==> config.mk <==
export PLATFORM = sky130hd
export DESIGN_NAME = fir_seq_ctrl
export DESIGN_NICKNAME = d
export VERILOG_FILES = /design/src/rtl/fir_pkg.sv /design/src/rtl/fir_addr_gen.sv /design/src/rtl/fir_seq_ctrl.sv
export SDC_FILE = /design/constraint.sdc
export NUM_CORES = 1
export LEC_CHECK = 0
export ABC_AREA = 1
export BUFFER_PORTS_ARGS = -buffer_cell sky130_fd_sc_hd__buf_2
export CORE_MARGIN = 5
export CORE_UTILIZATION = 48
export DETAILED_ROUTE_END_ITERATION = 7
export GPL_TIMING_DRIVEN = 0
export PLACE_DENSITY = 0.76
export RECOVER_POWER = 100
export SLEW_MARGIN = 10
export SYNTH_ARGS = -nofsm -noshare
export SYNTH_HDL_FRONTEND = slang
export SYNTH_SLANG_ARGS = --single-unit
==> constraint.sdc <==
create_clock -name clk -period 2.1 [get_ports clk]
set_input_delay 0.315 -clock clk [delete_from_list [all_inputs] [get_ports clk]]
set_output_delay 0.315 -clock clk [all_outputs]
set_load 0.005 [all_outputs]
==> src/rtl/fir_pkg.sv <==
// Shared definitions for the FIR sequencing controller: state encoding,
// default tap count and BRAM word stride.
package fir_pkg;

  // Default number of filter taps.
  localparam int TAPE_NUM_DEF = 11;

  // BRAM byte-address stride between consecutive 32-bit words.
  localparam int WORD_STRIDE = 4;

  // Controller states.
  typedef enum logic [2:0] {
    IDLE    = 3'd0,
    INIT    = 3'd1,
    WAIT_IN = 3'd2,
    CALC    = 3'd3,
    OUT     = 3'd4,
    DONE    = 3'd5
  } fir_state_e;

  // Index width able to hold values 0..n-1, never narrower than one bit.
  function automatic int idx_width(input int n);
    return (n > 1) ? $clog2(n) : 1;
  endfunction

endpackage

==> src/rtl/fir_addr_gen.sv <==
// Circular data-BRAM address generator: returns the byte address of the
// sample k steps older than the newest one at wptr, wrapping modulo Tape_Num.
module fir_addr_gen
  import fir_pkg::*;
#(
  parameter int pADDR_WIDTH = 12,
  parameter int Tape_Num    = TAPE_NUM_DEF,
  parameter int IW          = idx_width(Tape_Num),
  parameter int KW          = idx_width(Tape_Num + 1)
) (
  input  logic [IW-1:0]          wptr,
  input  logic [KW-1:0]          k,
  output logic [pADDR_WIDTH-1:0] addr
);

  // One extra bit so wptr + Tape_Num - k never overflows.
  logic [KW:0] w_s;
  logic [KW:0] k_s;
  logic [KW:0] idx_s;

  // Modulo subtraction (wptr - k) mod Tape_Num, then scale to a byte address.
  always_comb begin
    w_s = (KW + 1)'(wptr);
    k_s = (KW + 1)'(k);
    if (w_s >= k_s) begin
      idx_s = w_s - k_s;
    end else begin
      idx_s = w_s + (KW + 1)'(Tape_Num) - k_s;
    end
    addr = pADDR_WIDTH'(idx_s) * pADDR_WIDTH'(WORD_STRIDE);
  end

endmodule

==> src/rtl/fir_seq_ctrl.sv <==
// FIR sequencing controller: clears the sample BRAM, accepts one input sample
// at a time, steps the tap/data BRAM addresses for a full convolution, drives
// the external MAC and presents each result on the output stream.
// Optional feature: define FIR_SEQ_TLAST_CHECK_EN to flag ss_tlast mismatches
// on the sticky err output; otherwise err is tied low and ss_tlast is ignored.
// acc_in is expected to present the running sum including the term enabled
// by mac_en in the same cycle, so it is captured when CALC ends.
module fir_seq_ctrl
  import fir_pkg::*;
#(
  parameter int pADDR_WIDTH = 12,
  parameter int pDATA_WIDTH = 32,
  parameter int Tape_Num    = TAPE_NUM_DEF
) (
  input  logic                   clk,
  input  logic                   rst,
  input  logic                   cfg_start,
  input  logic [31:0]            cfg_len,
  input  logic                   ap_done_clr,
  output logic                   ap_idle,
  output logic                   ap_done,
  output logic                   err,
  input  logic                   ss_tvalid,
  input  logic [pDATA_WIDTH-1:0] ss_tdata,
  input  logic                   ss_tlast,
  output logic                   ss_tready,
  output logic                   sm_tvalid,
  output logic [pDATA_WIDTH-1:0] sm_tdata,
  output logic                   sm_tlast,
  input  logic                   sm_tready,
  output logic [pADDR_WIDTH-1:0] tap_A,
  output logic [3:0]             data_WE,
  output logic [pADDR_WIDTH-1:0] data_A,
  output logic [pDATA_WIDTH-1:0] data_Di,
  output logic                   mac_clr,
  output logic                   mac_en,
  input  logic [pDATA_WIDTH-1:0] acc_in
);

  localparam int IW = idx_width(Tape_Num);
  localparam int KW = idx_width(Tape_Num + 1);
  localparam logic [KW-1:0] K_LAST_INIT = KW'(Tape_Num - 1);
  localparam logic [KW-1:0] K_LAST_CALC = KW'(Tape_Num);
  localparam logic [IW-1:0] W_LAST      = IW'(Tape_Num - 1);

  fir_state_e             state_r;
  fir_state_e             state_s;
  logic [KW-1:0]          k_r;
  logic [IW-1:0]          wptr_r;
  logic [31:0]            count_r;
  logic [31:0]            len_r;
  logic [pDATA_WIDTH-1:0] sm_tdata_r;
  logic                   sm_tlast_r;
  logic                   ap_done_r;

  logic                   start_acc_s;
  logic                   hs_in_s;
  logic                   hs_out_s;
  logic                   last_s;
  logic                   done_set_s;
  logic [pADDR_WIDTH-1:0] calc_addr_s;

  assign start_acc_s = (state_r == IDLE) && cfg_start;
  assign hs_in_s     = (state_r == WAIT_IN) && ss_tvalid;
  assign hs_out_s    = (state_r == OUT) && sm_tready;
  assign last_s      = (count_r == (len_r - 32'd1));
  assign done_set_s  = (state_s == DONE) && (state_r != DONE);

  fir_addr_gen #(
    .pADDR_WIDTH (pADDR_WIDTH),
    .Tape_Num    (Tape_Num),
    .IW          (IW),
    .KW          (KW)
  ) u_addr_gen (
    .wptr (wptr_r),
    .k    (k_r),
    .addr (calc_addr_s)
  );

  // State register.
  always_ff @(posedge clk) begin
    if (rst) begin
      state_r <= IDLE;
    end else begin
      state_r <= state_s;
    end
  end

  // Next-state logic and per-state BRAM / MAC / stream controls.
  always_comb begin
    state_s   = state_r;
    ap_idle   = 1'b0;
    ss_tready = 1'b0;
    sm_tvalid = 1'b0;
    data_WE   = 4'h0;
    data_A    = '0;
    data_Di   = '0;
    tap_A     = '0;
    mac_en    = 1'b0;
    mac_clr   = 1'b0;
    case (state_r)
      IDLE: begin
        ap_idle = 1'b1;
        if (cfg_start) begin
          state_s = INIT;
        end else begin
          state_s = IDLE;
        end
      end
      INIT: begin
        data_WE = 4'hF;
        data_A  = pADDR_WIDTH'(k_r) * pADDR_WIDTH'(WORD_STRIDE);
        if (k_r == K_LAST_INIT) begin
          if (len_r == 32'd0) begin
            state_s = DONE;
          end else begin
            state_s = WAIT_IN;
          end
        end else begin
          state_s = INIT;
        end
      end
      WAIT_IN: begin
        ss_tready = 1'b1;
        data_A    = pADDR_WIDTH'(wptr_r) * pADDR_WIDTH'(WORD_STRIDE);
        data_Di   = ss_tdata;
        if (ss_tvalid) begin
          data_WE = 4'hF;
          mac_clr = 1'b1;
          state_s = CALC;
        end else begin
          state_s = WAIT_IN;
        end
      end
      CALC: begin
        // Read data arrives one cycle after the address, so MAC trails by one.
        mac_en = (k_r != '0);
        if (k_r < K_LAST_CALC) begin
          tap_A  = pADDR_WIDTH'(k_r) * pADDR_WIDTH'(WORD_STRIDE);
          data_A = calc_addr_s;
        end else begin
          tap_A  = '0;
          data_A = '0;
        end
        if (k_r == K_LAST_CALC) begin
          state_s = OUT;
        end else begin
          state_s = CALC;
        end
      end
      OUT: begin
        sm_tvalid = 1'b1;
        if (sm_tready) begin
          if (last_s) begin
            state_s = DONE;
          end else begin
            state_s = WAIT_IN;
          end
        end else begin
          state_s = OUT;
        end
      end
      DONE: begin
        ap_idle = 1'b1;
        state_s = IDLE;
      end
      default: begin
        state_s = IDLE;
      end
    endcase
  end

  // Step counter shared by INIT (word index) and CALC (tap index).
  always_ff @(posedge clk) begin
    if (rst) begin
      k_r <= '0;
    end else begin
      case (state_r)
        INIT:    k_r <= (k_r == K_LAST_INIT) ? '0 : k_r + KW'(1);
        CALC:    k_r <= (k_r == K_LAST_CALC) ? '0 : k_r + KW'(1);
        default: k_r <= '0;
      endcase
    end
  end

  // Run bookkeeping: circular write pointer, sample count and latched length.
  always_ff @(posedge clk) begin
    if (rst) begin
      wptr_r  <= '0;
      count_r <= 32'd0;
      len_r   <= 32'd0;
    end else if (start_acc_s) begin
      wptr_r  <= '0;
      count_r <= 32'd0;
      len_r   <= cfg_len;
    end else if (hs_out_s) begin
      wptr_r  <= (wptr_r == W_LAST) ? '0 : wptr_r + IW'(1);
      count_r <= count_r + 32'd1;
    end else begin
      wptr_r  <= wptr_r;
      count_r <= count_r;
      len_r   <= len_r;
    end
  end

  // Output capture: result and last flag latched as CALC hands over to OUT.
  always_ff @(posedge clk) begin
    if (rst) begin
      sm_tdata_r <= '0;
      sm_tlast_r <= 1'b0;
    end else if ((state_r == CALC) && (k_r == K_LAST_CALC)) begin
      sm_tdata_r <= acc_in;
      sm_tlast_r <= last_s;
    end else if (hs_out_s) begin
      sm_tdata_r <= sm_tdata_r;
      sm_tlast_r <= 1'b0;
    end else begin
      sm_tdata_r <= sm_tdata_r;
      sm_tlast_r <= sm_tlast_r;
    end
  end

  // Sticky completion flag; a new completion beats a same-cycle clear.
  always_ff @(posedge clk) begin
    if (rst) begin
      ap_done_r <= 1'b0;
    end else if (done_set_s) begin
      ap_done_r <= 1'b1;
    end else if (ap_done_clr || start_acc_s) begin
      ap_done_r <= 1'b0;
    end else begin
      ap_done_r <= ap_done_r;
    end
  end

  assign sm_tdata = sm_tdata_r;
  assign sm_tlast = sm_tlast_r;
  assign ap_done  = ap_done_r;

`ifdef FIR_SEQ_TLAST_CHECK_EN
  logic err_r;

  // Sticky flag: input tlast disagrees with the expected final sample.
  always_ff @(posedge clk) begin
    if (rst) begin
      err_r <= 1'b0;
    end else if (start_acc_s) begin
      err_r <= 1'b0;
    end else if (hs_in_s && (ss_tlast != last_s)) begin
      err_r <= 1'b1;
    end else begin
      err_r <= err_r;
    end
  end

  assign err = err_r;
`else
  logic tlast_unused_s;
  logic hs_in_unused_s;

  assign tlast_unused_s = ss_tlast;
  assign hs_in_unused_s = hs_in_s;
  assign err            = 1'b0;
`endif

endmodule

* Word-level counts from Yosys, hierarchy flattened *
Index checks and enable logic that the tools add are counted.

word-level totals
  register bits = 109
  bits in latches = 0
  memory bits (writable) = 0
  memory bits (read-only) = 0
  input port bits = 103
  output and inout port bits = 100
  logic and storage cells = 70
  memories = 0

cells by class
  add/subtract/negate cells = 7
  multiply operators = 0
  divide/modulo/power cells = 0
  order comparisons = 2
  eq/ne operators = 11
  shift-type cells = 0
  mux-type cells = 30
  bitwise gates (word level) = 0
  reduce and logical (&&, ||, !) cells = 12

operators by type and width
  operator                 count
  $add A32 B1 Y32 const B  1
  $eq A32 B32 Y1           1
  $logic_not A32 Y1        1
  $mux W32                 1
  $sub A32 B1 Y32 const B  1
  $pmux W7 S3              1
  $mux W4                  4
  $pmux W4 S2              2
  $mux W3                  5
  $pmux W3 S5              1
  $eq A4 B4 Y1 const B     3
  $mux W1                  12
  $mux W6                  2
  $eq A3 B3 Y1 const B     3
  $add A4 B1 Y4 const B    2
  $mux W7                  1
  $eq A3 B2 Y1 const B     2
  $add A4 B4 Y5 const B    1
  $mux W5                  1
  $sub A4 B4 Y5            1
  $sub A5 B4 Y5            1
  $ge A4 B4 Y1             1
  $logic_and A1 B1 Y1      4
  $lt A4 B4 Y1 const B     1
  7 further kinds          9

* Logic depth before layout (Yosys ltp) *
Gate-level depths: netlist (run 1).

  word-level depth = 8
  mapped depth = 18
  mapped depth without buffers = 18

* Hierarchy *
From an unflattened synthesis (run 1), not the netlist that was laid out.

second synthesis, totals
  cell total of the unflattened synthesis = 1106
  area, all modules = 6998.0 sq um

by module, submodules not included
  module        times used  cells an instance  area an instance (sq um)  seq. area each (sq um)
  fir_seq_ctrl  1           1018               6472.5                    2182.1
  fir_addr_gen  1           88                 525.5                     0.0

* Least setup slack after synthesis (run 1) *
Ideal clock, no wire load.

  kind = reg-to-output
  from = register k_r[2]
  to = output port data_A[3]
  arrival = 1.965 ns
  required time = 1.785 ns
  path slack = -0.180 ns
  cell stages (with the launch flop) = 8
  path buffers = 0
  cell sequence = dfxtp_1 -> inv_1 -> ha_1 -> nand2_1 -> o311ai_1 -> inv_1 -> o21ai_0 -> o221ai_1

on the way
  cells in the longest elaborated chain, start to end = 4
  elaborated cells between the ends (all ways) = 5
  those cells by class = 2 x order compare; 3 x mux

ends and longest elaborated chain
  item                    line                 text
  from (decl)             fir_seq_ctrl.sv:48   logic [KW-1:0] k_r;
  from (signal assigned)  fir_seq_ctrl.sv:179  INIT: k_r <= (k_r == K_LAST_INIT) ? '0 : k_r + KW'(1);
  from (signal assigned)  fir_seq_ctrl.sv:180  CALC: k_r <= (k_r == K_LAST_CALC) ? '0 : k_r + KW'(1);
  $ge A4 B4 Y1            fir_addr_gen.sv:25   if (w_s >= k_s) begin
  $mux W5                 fir_addr_gen.sv:25
  $mux W7 (*)             fir_seq_ctrl.sv:138  if (k_r < K_LAST_CALC) begin
  $pmux W7 S3 (*)         fir_seq_ctrl.sv:101  case (state_r)
  to (decl)               fir_seq_ctrl.sv:33   output logic [pADDR_WIDTH-1:0] data_A,

Every way passes the cells marked *; elsewhere a longest branch is shown, timed or not.

* Final worst setup path (run 1) *
  from = register k_r[1]
  to = output port data_A[3]

on the way
  cells in the longest elaborated chain, start to end = 4
  elaborated cells between the ends (all ways) = 7
  those cells by class = 2 x add/sub; 2 x order compare; 3 x mux

ends and longest elaborated chain
  item                                         line                 text
  $sub A5 B4 Y5, or another cell as far along  fir_addr_gen.sv:28   idx_s = w_s + (KW + 1)'(Tape_Num) - k_s;
  $mux W5                                      fir_addr_gen.sv:25
  $mux W7                                      fir_seq_ctrl.sv:138
  $pmux W7 S3 (*)                              fir_seq_ctrl.sv:101

Marked as above.

==> flow_summary.json, run 1 <==
{
  "crit_arrival_ns": 2.29,
  "ys_seq_elements": 109,
  "period_needed_ns": 2.61,
  "final_cells": 1522,
  "cts_tree": "done",
  "worst_slack_ns": -0.509,
  "critical_path.most_common_cell": "nor2_1",
  "max-slew-margin-rel_pct": 57.9,
  "antenna_found_initial": 0,
  "synth_commonest_cells": "268 x nor2_1, 175 x nand2_1, 135 x inv_1",
  "wl_um": 23200,
  "cts_root_buf": "clkbuf_16",
  "post-synth-top-area-cell": "dfxtp_1",
  "syn2layout_area_growth_pct": 31.9,
  "clk_latency_ns": 0.37,
  "die_h_um": 131,
  "async_flop_share_pct": 0,
  "gp_congestion": 0.959,
  "grt_pass1_vias": 7268,
  "synth_edf_count": 0,
  "holdCritPathClass": "in2reg",
  "rsz0062_at_grt": "yes",
  "criticalPathCategory": "reg2out",
  "powerDensity_nw_per_um2": 550,
  "die_w_um": 131,
  "power_leakage_nw": 4.53,
  "clk_pin_slew_ns": 0.09,
  "dieArea_sq_um": 17200,
  "firstDrtPassIters": 6,
  "initial_core_util_pct": 48.7,
  "htreeDepth": 3,
  "fillers": 1339,
  "rrSetupSlack_ns": -0.06,
  "status": "complete, but fails checks",
  "postRouteAntennaNets": 0,
  "placementRows": 44,
  "cts_inserted_buffers": 9,
  "ir_worst_vdd_v": 0.000500,
  "period_share_pct": 124,
  "yosysSeqAreaShare_pct": 31.1,
  "final_net_count": 1454,
  "io_buffers": 185,
  "hold_buffers": 0,
  "drive_gt1_share_pct": 28.1,
  "io_pins": 203,
  "finalCoreUtilization_pct": 64.3,
  "hpwl_um": 17600,
  "clock-sinks": 109,
  "drt_iter0_drc": 474,
  "drcViolationCount": 0,
  "antennaDiodeCount": 0,
  "setup_violations": 8,
  "worstPathCellList": "inv_4, ha_4, fa_2, o21bai_4, nand2_2, o311ai_4, nor2_1, nor2_1, o21ai_1, o221ai_1, buf_2",
  "crit_path_end_kind": "output port",
  "yosysMostFrequentCell": "nor2_1",
  "hold_violations": 0,
  "synth_top_area_share_pct": 31.1,
  "cp_slowest_stage_delay_ns": 0.37,
  "setup.worst_path.start_class": "register",
  "drv_slew": 0,
  "yosys-top-cells-area": "dfxtp_1 31%, nor2_1 14%, nand2_1 9.3%, inv_1 7.2%, o21ai_0 5.9%",
  "finalClockSkew_ns": 0.00950,
  "netlist_instances": 1088,
  "syn_area_sq_um": 7030,
  "grt_max_degree": 23,
  "coreArea_sq_um": 14400,
  "wl_per_cell_um": 15.2,
  "ys_types": 47,
  "routed_via_density": 5.09,
  "vias": 7747,
  "grt_overflow_total": 0,
  "ys.flop_type": "dfxtp_1",
  "critPathSlowestCell": "dfxtp_2",
  "crit_required_ns": 1.78,
  "dp_cells": 1472,
  "cts.path.max_buffers": 2,
  "ys_warn_count": 0,
  "fin_setup_tns_ns": -2.33,
  "grt_pass1_wl_um": 35100,
  "maxClockFrequency_mhz": 383,
  "reg2reg_depth": 13,
  "crit_path_max_fanout": 7,
  "hold_depth": 3,
  "grtUsageTotal_pct": 26.1,
  "syn_area_per_cell_sq_um": 6.46,
  "violations": "negative setup slack",
  "worstMarginPinSlew_ns": 0.632,
  "maxCapViolCount": 0
}
## power by group
part           switching (mW)  internal (mW)
registers              0.0850           2.12
clock network           0.920          0.854
logic                   0.676          0.442
## layout make-up
type	count	area, sq um	share of cell area [%]
multi-input cells	804	4530	48.8
flip-flops and latches	109	2210	23.9
repair buffers	220	1180	12.7
inverters	142	552	5.95
plain buffers	47	262	2.82
well taps	184	230	2.48
clock buffers	9	225	2.43
clock inverters	7	85.1	0.918
## layout by cell type (no fill, tap or decap), types with 4 or more instances in the layout
| cell type | instances |
|---|---|
| nor2_1 | 252 |
| nand2_1 | 165 |
| buf_2 | 159 |
| inv_1 | 120 |
| dfxtp_1 | 95 |
| o21ai_0 | 75 |
| clkbuf_1 | 49 |
| buf_4 | 49 |
| a21oi_1 | 35 |
| nand3_1 | 31 |
| xor2_1 | 30 |
| xnor2_1 | 21 |
| nand4_1 | 21 |
| nor2_2 | 19 |
| nand2_2 | 16 |
| conb_1 | 16 |
| nor2_4 | 15 |
| inv_2 | 14 |
| nor3_1 | 13 |
| o21ai_1 | 9 |
| clkbuf_16 | 9 |
| dfxtp_2 | 9 |
| nand3_2 | 8 |
| ha_4 | 8 |
| inv_4 | 6 |
| nand3b_1 | 6 |
| ha_1 | 6 |
| nor3_4 | 5 |
| buf_6 | 5 |
| o21bai_1 | 5 |
| nor3_2 | 5 |
| dfxtp_4 | 5 |
| nand3_4 | 4 |
| o21ai_2 | 4 |
## registers in the layout (all words and copies together) (netlist names)
| signal | cells |
|---|---|
| count_r | 32 |
| len_r | 32 |
| sm_tdata | 32 |
| k_r | 4 |
| wptr_r | 4 |
| state_r | 3 |
| ap_done | 1 |
| sm_tlast | 1 |
## routing by layer
layer / GRT usage, % / routed length (um) / vias up
li1: - / - / 3902
met1: 30.8 / 9270 / 3488
met2: 43.8 / 11100 / 291
met3: 7.52 / 1830 / 66
met4: 12.0 / 931 / 0
met5: 0 / 0 / -
## critical path: cells and delay by family (launching register included)
kind            cells  cell delay, ns
simple gates        3            0.32
fa+ha+maj           2            0.48
buf+inv             2            0.21
compound gates      4            0.54
flops               1            0.37
## cell families after synthesis
| kind of cell | share of synthesized area, % |
|---|---|
| buffers and inverters | 11.3 |
| XOR/XNOR | 6.48 |
| AND/OR/NAND/NOR | 36.0 |
| flip-flops | 31.1 |
| adder cells (fa/ha/maj) | 3.53 |
| AO/OA/AOI/OAI | 11.6 |
| other | 0.0534 |
## what timing repair did
item,in CTS,in global routing
buffers inserted,19,17
endpoints found under the hold margin,0,0
pin swaps,19,37
gates resized for setup,61,82
setup endpoints to repair,123,92
## through the flow
stage	power, mW	instance area, sq um	setup slack, ns	hold slack, ns
final	5.10	9270	-0.509	0.158
after global routing	5.34	9270	-0.620	0.159
after CTS	5.06	8900	-0.412	0.154
after detailed placement	3.23	8250	-0.589	0.497
after global placement	3.22	8250	-0.588	0.472
after floorplan	2.92	7090	-0.0149	0.384
## worst paths after layout
kind,start,to
max,k_r[1],data_A[3]
min,acc_in[15],sm_tdata[15]
max reg2reg,len_r[1],state_r[1]
min reg2reg,len_r[1],len_r[1]
No activity file was read; power rests on OpenSTA's default activity.
==> inputs of run 2 (changes only) <==
--- a/config.mk
+++ b/config.mk
@@ -11,7 +11,8 @@
 export CORE_UTILIZATION = 48
 export DETAILED_ROUTE_END_ITERATION = 7
 export GPL_TIMING_DRIVEN = 0
-export PLACE_DENSITY = 0.76
+export MAX_ROUTING_LAYER = met4
+export PLACE_DENSITY = 0.78
 export RECOVER_POWER = 100
 export SLEW_MARGIN = 10
 export SYNTH_ARGS = -nofsm -noshare
==> run 2 against run 1 <==
Against the previous run:
- the flow still finishes with violations (negative setup slack)
- first-iteration DRC count fell by 1.7%
- non-clock buffer count rose by 3
- sequential cell count did not move
- routed wire length fell by 0.88%
- largest cell class unchanged
==> flow_summary.json, run 2 (synthesis gave the netlist of run 1 again) <==
{
  "status": "complete, but fails checks",
  "violations": "negative setup slack",
  "period_needed_ns": 2.51,
  "setup.worst_path.start_class": "register",
  "syn2layout_area_growth_pct": 31.5,
  "final_net_count": 1457,
  "period_share_pct": 120,
  "drive_gt1_share_pct": 28.1,
  "clock-sinks": 109,
  "grtUsageTotal_pct": 26.8,
  "die_w_um": 131,
  "drcViolationCount": 0,
  "antenna_found_initial": 1,
  "clk_latency_ns": 0.36,
  "maxCapViolCount": 0,
  "max-slew-margin-rel_pct": 53.6,
  "hold-worst-slack_ns": 0.171,
  "finalCoreUtilization_pct": 64.1,
  "drt_iter0_drc": 466,
  "firstDrtPassIters": 8,
  "power_leakage_nw": 4.50,
  "cts_inserted_buffers": 9,
  "criticalPathCategory": "reg2out",
  "io_buffers": 185,
  "dieArea_sq_um": 17200,
  "vias": 7790,
  "top_usage_layer": "met2",
  "routed_via_density": 5.10,
  "hpwl_um": 17700,
  "finalPower_mw": 5.10,
  "cts_tree": "done",
  "maxClockFrequency_mhz": 398,
  "clk_pin_slew_ns": 0.08,
  "coreArea_sq_um": 14400,
  "grt_overflow_total": 0,
  "ir_worst_vdd_v": 0.000431,
  "placementRows": 44,
  "grt_pass1_vias": 7267,
  "fillers": 1353,
  "htreeDepth": 3,
  "powerDensity_nw_per_um2": 552,
  "worst_slack_ns": -0.414,
  "grt_use_met1_pct": 32.4,
  "multi_input_area_sq_um": 4490,
  "cts_root_buf": "clkbuf_16",
  "gp_congestion": 0.964,
  "worstMarginPinSlew_ns": 0.695,
  "setup_violations": 10,
  "crit_path_max_fanout": 7,
  "met3_usage_pct": 6.30,
  "holdCritPathClass": "in2reg",
  "io_pins": 203,
  "final_common_cell": "nor2_1",
  "grtUsageMet2_pct": 43.6,
  "grt_max_degree": 23,
  "initial_core_util_pct": 48.7,
  "crit_path_end_kind": "output port",
  "wl_um": 23000,
  "hold_buffers": 0,
  "regArea_sq_um": 2210,
  "die_h_um": 131,
  "finalClockSkew_ns": 0.0138,
  "wl_per_cell_um": 15.0,
  "crit_arrival_ns": 2.20,
  "cts.path.max_buffers": 2,
  "hold_violations": 0,
  "crit_required_ns": 1.78,
  "drv_slew": 0,
  "rsz0062_at_grt": "yes",
  "grt_pass1_wl_um": 35000,
  "fin_setup_tns_ns": -2.08,
  "postRouteAntennaNets": 0,
  "layout_common_cells": "252 x nor2_1, 162 x nand2_1, 159 x buf_2, 121 x inv_1, 95 x dfxtp_1"
}
[run 2: final timing paths]
| path | slack, ns | startpoint | cells past startpoint | to |
|---|---|---|---|---|
| max | -0.41 | k_r[1] | 11 | data_A[3] |
| min | 0.17 | acc_in[16] | 3 | sm_tdata[16] |
| max reg2reg | -0.08 | len_r[0] | 13 | state_r[1] |
| min reg2reg | 0.45 | k_r[0] | 1 | k_r[0] |
[run 2: through the flow]
stage	cells	instance area, sq um	setup WS [ns]
floorplan	1103	7090	-0.0149
global placement	1472	8250	-0.580
detailed placement	1472	8250	-0.638
CTS	1502	8850	-0.425
global route	1526	9240	-0.541
finish	1526	9240	-0.414
[run 2: metal layers]
layer | vias to the layer above | wire, um
li1 | 3904 | -
met1 | 3522 | 9300
met2 | 313 | 11100
met3 | 51 | 1730
met4 | 0 | 787
met5 | - | 0
[run 2: worst max-delay path, cell delays in order (launching register included)]
cell,delay (ns)
dfxtp_2,0.36
inv_4,0.05
ha_4,0.16
fa_2,0.33
o21bai_4,0.18
nand2_2,0.09
o311ai_4,0.15
nor2_1,0.12
nor2_1,0.04
o21ai_1,0.08
o221ai_1,0.12
buf_2,0.15
[run 2: final cells by class]
class,count,share of cell area [%]
Multi-Input combinational cell,804,48.5
Sequential cell,109,23.9
Timing Repair Buffer,223,12.9
Inverter,142,5.96
Buffer,47,2.83
Tap cell,184,2.49
Clock buffer,9,2.44
Clock inverter,7,0.893
Antenna cell,1,0.0271
[run 2: repair_timing]
item / CTS / global route
hold endpoints to repair: 0 / 0
cloned: 0 / 0
setup buffers: 15 / 23
resized for setup: 65 / 74
pin swaps: 24 / 41
endpoints found under the setup margin: 126 / 88
[run 2: power breakdown]
part,switching (mW),total (mW),internal (mW)
sequential,0.0850,2.20,2.12
combinational,0.698,1.16,0.459
clock,0.889,1.74,0.856
total,1.67,5.10,3.43
